## src/rtl/voter3_ft_monitor_if.sv

```systemverilog
// Data/status bundle for the TMR voter: three replica words in,
// the voted word plus fault-status out.
interface voter3_ft_monitor_if #(
    parameter int WIDTH     = 32,
    parameter int ERR_CNT_W = 8
);
    logic [WIDTH-1:0]              in_1_i;
    logic [WIDTH-1:0]              in_2_i;
    logic [WIDTH-1:0]              in_3_i;
    logic                          valid_i;
    logic                          clear_i;
    logic [WIDTH-1:0]              voted_o;
    logic                          valid_o;
    logic [2:0]                    err_detected_o;
    logic                          err_corrected_o;
    logic                          err_uncorr_o;
    logic [1:0]                    mode_o;
    logic [2:0]                    excluded_o;
    logic [2:0][ERR_CNT_W-1:0]     err_cnt_o;

    modport master (
        output in_1_i, in_2_i, in_3_i, valid_i, clear_i,
        input  voted_o, valid_o, err_detected_o, err_corrected_o, err_uncorr_o,
               mode_o, excluded_o, err_cnt_o
    );

    modport slave (
        input  in_1_i, in_2_i, in_3_i, valid_i, clear_i,
        output voted_o, valid_o, err_detected_o, err_corrected_o, err_uncorr_o,
               mode_o, excluded_o, err_cnt_o
    );
endinterface

```

## src/rtl/voter3_ft_monitor.sv

```systemverilog
// Registered TMR voter with per-field majority, per-replica error counters
// and streak-based exclusion that degrades TMR -> DMR -> FAIL.
module voter3_field #(
    parameter int FW = 32
) (
    input  logic [FW-1:0] a,
    input  logic [FW-1:0] b,
    input  logic [FW-1:0] c,
    output logic [FW-1:0] v,
    output logic [2:0]    flag,
    output logic          all_diff
);
    always_comb begin
        v        = a;
        flag     = 3'b000;
        all_diff = 1'b0;
        if (a == b) begin
            if (a != c) flag = 3'b100;
        end else if (a == c) begin
            flag = 3'b010;
        end else if (b == c) begin
            v    = b;
            flag = 3'b001;
        end else begin
            flag     = 3'b111;
            all_diff = 1'b1;
        end
    end
endmodule

module voter3_ft_monitor #(
    parameter int WIDTH      = 32,
    parameter int FIELDS     = 1,
    parameter int ERR_CNT_W  = 8,
    parameter int EXCLUDE_TH = 4
) (
    input  logic                clk_i,
    input  logic                rst_i,
    voter3_ft_monitor_if.slave  bus
);
    localparam int FW = WIDTH / FIELDS;
    localparam int SW = $clog2(EXCLUDE_TH + 1);
    localparam logic [SW-1:0]        TH_V    = SW'(EXCLUDE_TH);
    localparam logic [ERR_CNT_W-1:0] CNT_MAX = '1;

    typedef enum logic [1:0] {TMR = 2'b00, DMR = 2'b01, FAIL = 2'b10} mode_t;

    mode_t                      state_q, state_d;
    logic [2:0]                 excl_q, excl_d;
    logic [2:0][SW-1:0]         streak_q, streak_d;
    logic [2:0][ERR_CNT_W-1:0]  cnt_q, cnt_d;
    logic [1:0]                 vld_pipe;

    logic [WIDTH-1:0]           voted_q;
    logic [2:0]                 det_q;
    logic                       corr_q, unc_q;

    logic [FIELDS-1:0][2:0]     fld_flag;
    logic [FIELDS-1:0]          fld_ad;
    logic [WIDTH-1:0]           tmr_word;
    logic [2:0]                 tmr_flag;

    logic [WIDTH-1:0]           lo_word, hi_word, vote_word;
    logic [2:0]                 lo_bit, hi_bit, vote_flag;
    logic                       vote_unc;

    assign vld_pipe[0] = bus.valid_i;

    for (genvar f = 0; f < FIELDS; f++) begin : g_fld
        voter3_field #(.FW(FW)) u_fld (
            .a        (bus.in_1_i[f*FW +: FW]),
            .b        (bus.in_2_i[f*FW +: FW]),
            .c        (bus.in_3_i[f*FW +: FW]),
            .v        (tmr_word[f*FW +: FW]),
            .flag     (fld_flag[f]),
            .all_diff (fld_ad[f])
        );
    end

    always_comb begin
        tmr_flag = 3'b000;
        for (int f = 0; f < FIELDS; f++) tmr_flag = tmr_flag | fld_flag[f];
    end

    // The two surviving replicas once one has been excluded, lower index first.
    always_comb begin
        lo_word = bus.in_1_i;
        hi_word = bus.in_2_i;
        lo_bit  = 3'b001;
        hi_bit  = 3'b010;
        case (excl_q)
            3'b001: begin
                lo_word = bus.in_2_i; hi_word = bus.in_3_i;
                lo_bit  = 3'b010;     hi_bit  = 3'b100;
            end
            3'b010: begin
                hi_word = bus.in_3_i;
                hi_bit  = 3'b100;
            end
            default: ;
        endcase
    end

    always_comb begin
        vote_word = lo_word;
        vote_flag = 3'b000;
        vote_unc  = 1'b0;
        state_d   = state_q;
        excl_d    = excl_q;
        streak_d  = streak_q;
        cnt_d     = cnt_q;

        case (state_q)
            TMR: begin
                vote_word = tmr_word;
                vote_flag = tmr_flag;
                vote_unc  = |fld_ad;
            end
            DMR: begin
                if (lo_word != hi_word) begin
                    vote_flag = lo_bit | hi_bit;
                    vote_unc  = 1'b1;
                end
            end
            default: begin
                vote_unc = 1'b1;
                if (hi_word != lo_word) vote_flag = hi_bit;
            end
        endcase

        if (bus.valid_i) begin
            for (int k = 0; k < 3; k++)
                if (vote_flag[k] && cnt_q[k] != CNT_MAX) cnt_d[k] = cnt_q[k] + ERR_CNT_W'(1);

            // All-differ votes say nothing about which replica is bad: leave streaks alone.
            if (state_q == TMR && !vote_unc) begin
                for (int k = 0; k < 3; k++)
                    streak_d[k] = vote_flag[k] ? streak_q[k] + SW'(1) : '0;
                if (streak_d[0] >= TH_V) begin
                    state_d = DMR; excl_d = 3'b001;
                end else if (streak_d[1] >= TH_V) begin
                    state_d = DMR; excl_d = 3'b010;
                end else if (streak_d[2] >= TH_V) begin
                    state_d = DMR; excl_d = 3'b100;
                end
            end

            if (state_q == DMR && vote_unc) state_d = FAIL;
        end

        if (bus.clear_i) begin
            state_d  = TMR;
            excl_d   = 3'b000;
            streak_d = '0;
            cnt_d    = '0;
        end
    end

    always_ff @(posedge clk_i) begin
        if (rst_i) begin
            state_q     <= TMR;
            excl_q      <= 3'b000;
            streak_q    <= '0;
            cnt_q       <= '0;
            vld_pipe[1] <= 1'b0;
            voted_q     <= '0;
            det_q       <= 3'b000;
            corr_q      <= 1'b0;
            unc_q       <= 1'b0;
        end else begin
            state_q     <= state_d;
            excl_q      <= excl_d;
            streak_q    <= streak_d;
            cnt_q       <= cnt_d;
            vld_pipe[1] <= vld_pipe[0];
            if (vld_pipe[0]) begin
                voted_q <= vote_word;
                det_q   <= vote_flag;
                corr_q  <= (|vote_flag) & ~vote_unc;
                unc_q   <= vote_unc;
            end else begin
                det_q   <= 3'b000;
                corr_q  <= 1'b0;
                unc_q   <= 1'b0;
            end
        end
    end

    assign bus.voted_o         = voted_q;
    assign bus.valid_o         = vld_pipe[1];
    assign bus.err_detected_o  = det_q;
    assign bus.err_corrected_o = corr_q;
    assign bus.err_uncorr_o    = unc_q;
    assign bus.mode_o          = state_q;
    assign bus.excluded_o      = excl_q;
    assign bus.err_cnt_o       = cnt_q;
endmodule
```

## src/flat_wrapper.sv

```systemverilog
// flat-port wrapper written by rule: the top's interface ports become plain ports
module voter3_ft_monitor_flat 
#(
    parameter int WIDTH      = 32,
    parameter int FIELDS     = 1,
    parameter int ERR_CNT_W  = 8,
    parameter int EXCLUDE_TH = 4
)
  (clk_i, rst_i, bus_in_1_i, bus_in_2_i, bus_in_3_i, bus_valid_i, bus_clear_i, bus_voted_o, bus_valid_o, bus_err_detected_o, bus_err_corrected_o, bus_err_uncorr_o, bus_mode_o, bus_excluded_o, bus_err_cnt_o);
  voter3_ft_monitor_if #(.WIDTH(WIDTH), .ERR_CNT_W(ERR_CNT_W)) bus_i ();
  input  logic clk_i;
  input  logic rst_i;
  input wire logic [$bits(bus_i.in_1_i)-1:0] bus_in_1_i;
  input wire logic [$bits(bus_i.in_2_i)-1:0] bus_in_2_i;
  input wire logic [$bits(bus_i.in_3_i)-1:0] bus_in_3_i;
  input wire logic [$bits(bus_i.valid_i)-1:0] bus_valid_i;
  input wire logic [$bits(bus_i.clear_i)-1:0] bus_clear_i;
  output wire logic [$bits(bus_i.voted_o)-1:0] bus_voted_o;
  output wire logic [$bits(bus_i.valid_o)-1:0] bus_valid_o;
  output wire logic [$bits(bus_i.err_detected_o)-1:0] bus_err_detected_o;
  output wire logic [$bits(bus_i.err_corrected_o)-1:0] bus_err_corrected_o;
  output wire logic [$bits(bus_i.err_uncorr_o)-1:0] bus_err_uncorr_o;
  output wire logic [$bits(bus_i.mode_o)-1:0] bus_mode_o;
  output wire logic [$bits(bus_i.excluded_o)-1:0] bus_excluded_o;
  output wire logic [$bits(bus_i.err_cnt_o)-1:0] bus_err_cnt_o;
  assign bus_i.in_1_i = bus_in_1_i;
  assign bus_i.in_2_i = bus_in_2_i;
  assign bus_i.in_3_i = bus_in_3_i;
  assign bus_i.valid_i = bus_valid_i;
  assign bus_i.clear_i = bus_clear_i;
  assign bus_voted_o = bus_i.voted_o;
  assign bus_valid_o = bus_i.valid_o;
  assign bus_err_detected_o = bus_i.err_detected_o;
  assign bus_err_corrected_o = bus_i.err_corrected_o;
  assign bus_err_uncorr_o = bus_i.err_uncorr_o;
  assign bus_mode_o = bus_i.mode_o;
  assign bus_excluded_o = bus_i.excluded_o;
  assign bus_err_cnt_o = bus_i.err_cnt_o;
  voter3_ft_monitor #(.WIDTH(WIDTH), .FIELDS(FIELDS), .ERR_CNT_W(ERR_CNT_W), .EXCLUDE_TH(EXCLUDE_TH)) u_core (.clk_i(clk_i), .rst_i(rst_i), .bus(bus_i));
endmodule
```

## config.mk

```make
export PLATFORM = sky130hd
export DESIGN_NAME = voter3_ft_monitor_flat
export DESIGN_NICKNAME = d
export VERILOG_FILES = /design/src/rtl/voter3_ft_monitor_if.sv /design/src/rtl/voter3_ft_monitor.sv /design/src/flat_wrapper.sv
export SDC_FILE = /design/constraint.sdc
export NUM_CORES = 1
export LEC_CHECK = 0
export ABC_AREA = 1
export CAP_MARGIN = 20
export CELL_PAD_IN_SITES_DETAIL_PLACEMENT = 1
export CELL_PAD_IN_SITES_GLOBAL_PLACEMENT = 1
export CORE_AREA = 2 2 156 127
export DETAILED_ROUTE_END_ITERATION = 8
export DIE_AREA = 0 0 158 129
export HOLD_SLACK_MARGIN = 0.12
export PLACE_DENSITY = 0.91
export SLEW_MARGIN = 25
export SYNTH_ARGS = -nofsm -noshare
export SYNTH_HDL_FRONTEND = slang
export SYNTH_SLANG_ARGS = --single-unit
```

## constraint.sdc

```tcl
create_clock -name clk_i -period 5.3 [get_ports clk_i]
set_input_delay 0.53 -clock clk_i [delete_from_list [all_inputs] [get_ports clk_i]]
set_output_delay 0.53 -clock clk_i [all_outputs]
set_load 0.02 [all_outputs]
```

==> out/metrics.cfg <==
[cells_and_area]
finalNonFillerCells = 1587
fillCellCount = 2612
drive_gt1_share_pct = 5.57
antenna_cells = 0
area_delta_synth_final_pct = 32.1
utilization_pct = 47.0
nets = 1430

[logic_synthesis]
ys_warn_count = 0
ys_top_cells_by_area = dfxtp_1 23%, nand2_1 21%, a21oi_1 10%, inv_1 8.2%, nand3_1 6.9%
synth_top_area_cell = dfxtp_1
synthSimpleGateAreaFrac_pct = 38.9
yosysMostFrequentCell = nand2_1
synth_xor_area_share_pct = 4.19
synth_common_cells = 375 x nand2_1, 146 x inv_1, 138 x a21oi_1, 92 x nand3_1, 80 x o21ai_0
synthCells = 1184
syn_nets = 1290
syn_area_sq_um = 6690
synth-seq-cells = 76
ys_seq_area_share_pct = 22.7
synthMuxAreaShare_pct = 0
postSynthAreaPerCell_sq_um = 5.65
postSynth.asyncResetShare_pct = 0
synth_ff_type = dfxtp_1
yosys.area_share.adder_pct = 1.12
synth_top_area_share_pct = 22.7
synth_top_family_by_area = simple AND/OR/NAND/NOR gates
synth.distinct_cells = 37
synth-edff-count = 0
synth_compound_area_share_pct = 20.5

[critical_path]
r2r_cells = 20
cpMostUsedCell = nand2_1
required_ns = 5.56
cp-start-kind = flip-flop
slowest_stage = nand3_2
crit_cells = 20
path_delay_family = simple AND/OR/NAND/NOR gates
worst-path-buf-inv = 2
crit_chain = inv_1 -> nand3_2 -> nand2_2 -> buf_4 -> nand2_1 -> o21ai_0 -> nand2_1 -> nand2_1 -> nand2_1 -> nor2_1 -> nand2_1 -> nor2_1 -> nand2_2 -> nand3_1 -> nand2_2 -> nand2_1 -> nand3_1 -> nand2_1 -> nand2_1 -> a21oi_1
cp.arrival_ns = 4.10
cp-end-kind = flip-flop
crit_fanout = 41
cpPeakStageDelay_ns = 0.60
critPathKind = flip-flop to flip-flop

[floorplanning]
core_area_sq_um = 18800
die_w_um = 158
die_h_um = 129
rows = 45
ios = 167
start_util_pct = 35.6
dieArea_sq_um = 20400

[global_route]
grt_pass1_vias = 8469
gr-total-overflow = 0
grt_start_max_net_pins = 71
antenna_found_initial = 0
grt_use_total_pct = 26.0
grt_pass1_wl_mm = 42.2

[placed_design]
portBuffers = 166
place_hpwl_mm = 19.4
dp.cells = 1571
pre_cts_slack_ns = 1.44
gp_congestion = 0.904

[clocking]
cts-buffers-inserted = 9
clk_latency_ns = 0.35
path_clk_slew_ns = 0.07
htree_levels = 3
cts_sinks = 76
cts-root-buf = clkbuf_16
cts_setup_buffers = 0
cts_resized = 0
cts_buffer_depth = 2
holdBufCountCts = 0
tritoncts = built

[timing]
setup_viol = 0
setup_slack_ns = 1.46
worst_pin_slew_ns = 1.01
slew_headroom_pct = 32.5
rsz0062_at_grt = no
min_period_ns = 3.84
fmax_ghz = 0.261
hold_violations = 0
report.final.slew_viol_count = 0
post-route-period-util_pct = 72.4
finalSetupTns_ns = 0
clock_skew_ns = 0.0105

[outcome]
status = finished clean

[routing]
drcViolationCount = 0
drt_iter0_drc = 472
routed_via_density = 5.28
routed_wl_mm = 26.3
wire_per_inst_um = 16.6
ant_nets = 0
firstDrtPassIters = 5
via_count = 8380

[power]
p_leak_nw = 4.16
vdd_ir_drop_max_mv = 0.157
pwr_density_cell_nw_per_um2 = 197
power_mw = 1.74

[hold_path]
hold_path_depth = 1
min_path_type = flip-flop to flip-flop

[job]
maxCapViolCount = 0

-- cells in the final DEF (no fill, tap or decap), drive strengths merged, types with 11 or more instances in the layout --
master and instances:
nand4 32, a21oi 138, clkbuf 11, o21ai 110, nor2 68, nand2 380
clkdlybuf4s50 165, inv 162, nand3 97, dfxtp 76, xor2 29, nor3 16
-- cell families after synthesis --
logic type               count (synthesis)
flip-flops                              76
AND/OR/NAND/NOR                        606
XOR/XNOR                                32
adder cells (fa/ha/maj)                  6
buffers and inverters                  207
AO/OA/AOI/OAI                          257
-- worst paths after layout --
check	from	to	slack, ns
hold reg to reg	u_core.streak_q[6]	u_core.streak_q[6]	0.48
setup / recovery	u_core.bus.excluded_o[0]	u_core.bus.excluded_o[1]	1.46
setup reg to reg	u_core.bus.excluded_o[0]	u_core.bus.excluded_o[1]	1.46
hold / removal	u_core.streak_q[6]	u_core.streak_q[6]	0.48
-- where the power goes --
part / total [mW] / internal, mW / switching (mW) / leakage (nW)
clock network: 0.709 / 0.440 / 0.269 / 0.166
registers: 0.607 / 0.592 / 0.0145 / 0.622
logic: 0.426 / 0.184 / 0.243 / 3.37
total: 1.74 / 1.22 / 0.526 / 4.16
-- registers in the layout, indices dropped and copies added (netlist names) --
register,flops
u_core.bus.voted_o,32
u_core.bus.err_cnt_o,24
u_core.streak_q,9
u_core.bus.err_detected_o,3
u_core.bus.excluded_o,3
u_core.bus.mode_o,2
u_core.bus.err_corrected_o,1
u_core.bus.err_uncorr_o,1
u_core.bus.valid_o,1
-- routing by layer --
layer	GRT usage, %	vias to the layer above	routed length, um
met2	44.4	246	12200
met1	33.1	3962	12000
li1	-	4122	-
met5	0	-	0
met4	9.38	0	695
met3	4.24	50	1400
-- metrics by stage --
| step | cell area, sq um | hold slack (ns) |
|---|---|---|
| after global placement | 8500 | 0.448 |
| after detailed placement | 8500 | 0.463 |
| after CTS | 8830 | 0.475 |
| after global routing | 8830 | 0.500 |
| after floorplan | 6690 | 0.444 |
| final | 8830 | 0.481 |
-- area by class of cell --
class	instances	area (sq um)	area share, %
multi-input cells	901	4330	49.1
inverters	163	612	6.93
repair buffers	173	1710	19.3
clock buffers	11	253	2.86
clock inverters	5	82.6	0.935
well taps	258	323	3.65
flip-flops and latches	76	1520	17.2
Power figures use the tool's default switching activity.
